===== src/rtl/sd_frame_reader.sv =====
// Sector sequencer in front of the SD SPI single-block reader: issues SEC_NUM consecutive
// sector reads per frame, counts the returned words and reports completion and errors.
module sd_frame_reader #(
  parameter int unsigned SEC_NUM = 1200,
  parameter int unsigned WORDS   = 256,
  parameter int unsigned GAP_CYC = 16,
  parameter logic [23:0] TIMEOUT = 24'd1000000
) (
  input  logic        clk_ref,
  input  logic        rst,
  input  logic        sd_init_done,
  input  logic        frame_req,
  input  logic [31:0] frame_base,
  input  logic        rd_busy,
  input  logic        rd_val_en,
  output logic        rd_start_en,
  output logic [31:0] rd_sec_addr,
  output logic        frame_busy,
  output logic        frame_done,
  output logic [15:0] sec_cnt,
  output logic        err_timeout,
  output logic        err_len
);

  typedef enum logic [2:0] {
    S_IDLE, S_ARM, S_REQ, S_WAIT, S_CHECK, S_GAP, S_DONE, S_ERR
  } state_e;

  localparam logic [15:0] SEC_LAST  = 16'(SEC_NUM);
  localparam logic [8:0]  WORDS_EXP = 9'(WORDS);
  localparam logic [15:0] GAP_LAST  = 16'(GAP_CYC - 1);
  localparam logic [23:0] TMO_LAST  = TIMEOUT - 24'd1;

  state_e      state_q, state_d;
  logic [31:0] addr_q, addr_d;
  logic [15:0] sec_cnt_q, sec_cnt_d;
  logic        err_to_q, err_to_d;
  logic        err_len_q, err_len_d;
  logic [23:0] tmo_q, tmo_d;
  logic [8:0]  word_q, word_d;
  logic [15:0] gap_q, gap_d;
  logic [15:0] sec_next;

  assign sec_next = sec_cnt_q + 16'd1;

  // NOTE: every next-state signal gets its hold value first, so no path can infer a latch.
  always_comb begin
    state_d   = state_q;
    addr_d    = addr_q;
    sec_cnt_d = sec_cnt_q;
    err_to_d  = err_to_q;
    err_len_d = err_len_q;
    tmo_d     = tmo_q;
    word_d    = word_q;
    gap_d     = gap_q;
    unique case (state_q)
      S_IDLE: begin
        if (frame_req) begin
          addr_d    = frame_base;
          sec_cnt_d = '0;
          err_to_d  = 1'b0;
          err_len_d = 1'b0;
          state_d   = S_ARM;
        end
      end
      S_ARM: begin
        if (sd_init_done) begin
          tmo_d   = '0;
          state_d = S_REQ;
        end
      end
      S_REQ: begin
        if (rd_busy) begin
          tmo_d   = '0;
          word_d  = '0;
          state_d = S_WAIT;
        end else if (tmo_q == TMO_LAST) begin
          err_to_d = 1'b1;
          state_d  = S_ERR;
        end else begin
          tmo_d = tmo_q + 24'd1;
        end
      end
      S_WAIT: begin
        // The word counter saturates so an overlong sector still reads as a length error.
        if (rd_val_en && (word_q != 9'h1FF)) word_d = word_q + 9'd1;
        if (!rd_busy) begin
          state_d = S_CHECK;
        end else if (tmo_q == TMO_LAST) begin
          err_to_d = 1'b1;
          state_d  = S_ERR;
        end else begin
          tmo_d = tmo_q + 24'd1;
        end
      end
      S_CHECK: begin
        if (word_q != WORDS_EXP) err_len_d = 1'b1;
        sec_cnt_d = sec_next;
        if (sec_next == SEC_LAST) begin
          state_d = S_DONE;
        end else begin
          addr_d  = addr_q + 32'd1;
          gap_d   = '0;
          state_d = S_GAP;
        end
      end
      S_GAP: begin
        if (gap_q == GAP_LAST) begin
          tmo_d   = '0;
          state_d = S_REQ;
        end else begin
          gap_d = gap_q + 16'd1;
        end
      end
      S_DONE:  state_d = S_IDLE;
      S_ERR:   state_d = S_IDLE;
      default: state_d = S_IDLE;
    endcase
  end

  // NOTE: sequential state uses non-blocking assignments so all registers update together.
  always_ff @(posedge clk_ref) begin
    if (rst) begin
      state_q   <= S_IDLE;
      addr_q    <= '0;
      sec_cnt_q <= '0;
      err_to_q  <= 1'b0;
      err_len_q <= 1'b0;
      tmo_q     <= '0;
      word_q    <= '0;
      gap_q     <= '0;
    end else begin
      state_q   <= state_d;
      addr_q    <= addr_d;
      sec_cnt_q <= sec_cnt_d;
      err_to_q  <= err_to_d;
      err_len_q <= err_len_d;
      tmo_q     <= tmo_d;
      word_q    <= word_d;
      gap_q     <= gap_d;
    end
  end

  // Control outputs decode straight from the state register, so reset clears them on its edge.
  assign rd_start_en = (state_q == S_REQ);
  assign frame_busy  = (state_q == S_ARM) || (state_q == S_REQ) || (state_q == S_WAIT) ||
                       (state_q == S_CHECK) || (state_q == S_GAP);
  assign frame_done  = (state_q == S_DONE);
  assign rd_sec_addr = addr_q;
  assign sec_cnt     = sec_cnt_q;
  assign err_timeout = err_to_q;
  assign err_len     = err_len_q;

endmodule


===== config.mk =====
export PLATFORM = sky130hd
export DESIGN_NAME = sd_frame_reader
export DESIGN_NICKNAME = d
export VERILOG_FILES = /design/src/rtl/sd_frame_reader.sv
export SDC_FILE = /design/constraint.sdc
export NUM_CORES = 1
export LEC_CHECK = 0
export ABC_AREA = 1
export CORE_ASPECT_RATIO = 0.9
export CORE_MARGIN = 1
export CORE_UTILIZATION = 56
export CTS_CLUSTER_DIAMETER = 30
export DETAILED_ROUTE_END_ITERATION = 6
export HOLD_SLACK_MARGIN = 0.03
export MAX_ROUTING_LAYER = met4
export PLACE_DENSITY_LB_ADDON = 0.15
export RECOVER_POWER = 100
export SLEW_MARGIN = 0
export SYNTH_ARGS = -nofsm -noshare
export SYNTH_HDL_FRONTEND = slang
export SYNTH_SLANG_ARGS = --single-unit

===== constraint.sdc =====
create_clock -name clk_ref -period 2.7 [get_ports clk_ref]
set_clock_uncertainty 0.2 [all_clocks]
set_input_delay 0.27 -clock clk_ref [delete_from_list [all_inputs] [get_ports clk_ref]]
set_output_delay 0.27 -clock clk_ref [all_outputs]
set_load 0.02 [all_outputs]

==> results of run 1 <==
layout by cell type (no fill, tap or decap), types with 4 or more instances in the layout:
cell,Yosys,final
nand3_1,80,80
nor2_1,186,184
a211oi_1,5,5
or2_2,5,5
inv_1,124,124
nor3_1,38,38
a21oi_1,67,67
clkdlybuf4s50_1,0,37
xor2_1,29,29
nor4_1,5,5
dfxtp_1,102,102
nand2_1,324,323
nand2_2,3,4
nand4_1,23,23
dlygate4sd3_1,0,53
ha_1,8,8
buf_4,2,14
clkbuf_16,0,9
mux2i_1,8,8
nand3b_1,5,5
o21ai_0,33,33
a31oi_1,4,4
power by group:
group          total [mW]  switching [mW]  internal (mW)  leakage [nW]
clock network        1.37           0.579          0.789         0.151
registers            1.66          0.0888           1.57         0.830
logic               0.660           0.393          0.268          2.37
state kept, by name (all words and copies together), names as in the netlist:
signal / count
err_len: 1
err_timeout: 1
gap_q: 16
rd_sec_addr: 32
sec_cnt: 16
state_q: 3
tmo_q: 24
word_q: 9
worst max-delay path, cell delays in order (launching register included):
cell and delay (ns):
dfxtp_1 0.34, inv_1 0.18, nand2_1 0.18, inv_1 0.13, nor2_1 0.05, nand2_1 0.09
dlygate4sd3_1 0.68
through the flow:
step / hold slack, ns / instance area, um^2
CTS: 0.283 / 8020
detailed placement: 0.266 / 7710
finish: 0.283 / 8030
global route: 0.317 / 8030
global placement: 0.251 / 7710
floorplan: 0.237 / 6620
final cells by class:
type,count,area [um^2]
clock buffers,12,267
flip-flops and latches,102,2040
well taps,156,195
multi-input cells,843,3950
fillers,1031,3460
repair buffers,109,1050
clock inverters,3,42.5
inverters,127,480
cells by family (layout without fill, tap and decap cells):
group | count (synthesis) | in the layout
flip-flops | 102 | 102
AND/OR/NAND/NOR | 679 | 679
adder cells (fa/ha/maj) | 8 | 8
AO/OA/AOI/OAI | 118 | 118
XOR/XNOR | 30 | 30
buffers and inverters | 158 | 251
multiplexers | 8 | 8
routing by layer:
layer / vias to the layer above / share of wire / global-route usage
met1: 3275 / 0.48 / 0.423
met4: 0 / 0.0083 / 0.0633
met3: 14 / 0.073 / 0.0771
li1: 3698 / - / -
met5: - / 0 / -
met2: 230 / 0.44 / 0.463
timing repair:
item / in CTS / in global routing
hold buffers: 0 / 0
endpoints found under the setup margin: 0 / 34
gates resized for setup: 0 / 7
worst min-delay path by stage:
stage / from / to / cells after the start
floorplan: tmo_q[4] / tmo_q[4] / 2
global placement: tmo_q[4] / tmo_q[4] / 2
detailed placement: tmo_q[4] / tmo_q[4] / 2
CTS: tmo_q[4] / tmo_q[4] / 2
global route: gap_q[15] / gap_q[15] / 2
finish: tmo_q[4] / tmo_q[4] / 2
==> run summary, run 1 <==
slew margin rel. = 0.189
TritonRoute pass-1 iters = 5
final hold violation count = 0
dpl ws = 0.181 ns
Final WS setup = 0.229 ns
peak supply drop = 0.358 mV
DPL Wire Length = 13.3 mm
status = complete, no violations
most frequent cell after synthesis = nand2_1
Rows = 37
initial antenna violation count = 0
CTS Buffer Depth = 2
Post-layout nets = 1238
layout cell share with drive strength beyond 1 = 0.0452
Synth-to-Final Area Change = 21.2%
worst skew pair latency = 0.35 ns
Port Buf Inserts = 90
first-pass GRT wire length = 29.4 mm
number of distinct library cells after synthesis = 41
min cycle time layout = 2.47 ns
post-synth top area cell = dfxtp_1
Vias per Instance = 5.34
top-area cell type share of the netlist area = 0.309
Pwr Total = 3.69 mW
Placed Cells incl. Taps = 1337
Post-Synth Adder-Cell Area = 0.0151
H-tree depth = 3
setup TNS = 0 ns
total CTS buffers = 9
Worst setup endpoint = frame_busy
Worst EP arrival = 2.00 ns
Ys Warns = 0
path depth of the worst reg2reg path = 12
Die H = 105 um
post-synthesis cell count = 1103
total track usage = 0.310
CTS tree = done
ys async rst share = 0
Power Dens Cells = 460 nW/um^2
top cells by count, synth = 324 x nand2_1, 186 x nor2_1, 124 x inv_1
Mapped Nets = 1149
Reg clk slew, reported paths = 0.07 ns
R2R Path Start = gap_q[0]
mux cell area share after synthesis = 0.0121
Post-synth EDFFs = 0
Initial DRC Count = 576
fin util = 0.699
critical path endpoint category = output pin
DR vias = 7217
RSZ-0062 raised after global routing = no
CTS root buf = clkbuf_16
post-synthesis sequential area ratio = 0.309
largest net degree at the start of global routing = 39
slew of the pin with the lowest slew margin = 1.21 ns
main combinational cell family by area after synthesis = simple AND/OR/NAND/NOR gates
compound-cell area share of the yosys netlist = 0.0957
Synth Area in Simple Gates = 0.432
# setup viols final = 0
CP max FO = 6
nature of the critical path startpoint = flip-flop
Avg WL per Cell = 13.3 um
Slew Limit Fails = 0
Layout Cells excl Fill = 1352
Synth Register Bits = 102
Post-Syn Area = 6620 um^2
xor/xnor cell area share of the yosys netlist = 0.0397
ANT cells = 0
routability cong. = 0.991
# DRC = 0
FMAX = 0.405 GHz
Reg-to-Reg End = tmo_q[4]
clk sinks = 102
Pleak = 3.35 nW
Post-synth top flop = dfxtp_1
grt total ovfl = 0
vias in the first global route = 6295
class of the worst hold path = reg2reg
final cycle utilization of the critical path = 0.915
postcts setup bufs = 0
die width = 117 um
internal reg-to-reg setup slack = 0.23 ns
Detail Route Antenna Nets = 0
core area = 11500 um^2
WS Path Type = reg2out
die area = 12300 um^2
critical path data required time = 2.23 ns
syn avg cell area = 6.00 um^2
io pins = 91
final wirelength = 17.9 mm
Max-cap violations = 0
CP startpoint = state_q[2]
top post-synthesis cells by area = dfxtp_1 31%, nand2_1 18%, nor2_1 11%, inv_1 7.0%, nand3_1 6.0%
initial core utilization = 0.577
Note: power is estimated with default switching activity, not from simulation.
==> run 2, diff against run 1 <==
SLEW_MARGIN = 20   (was 0)
==> results of run 2 <==
The final DEF is identical to that of run 1; final timing and power are the same.
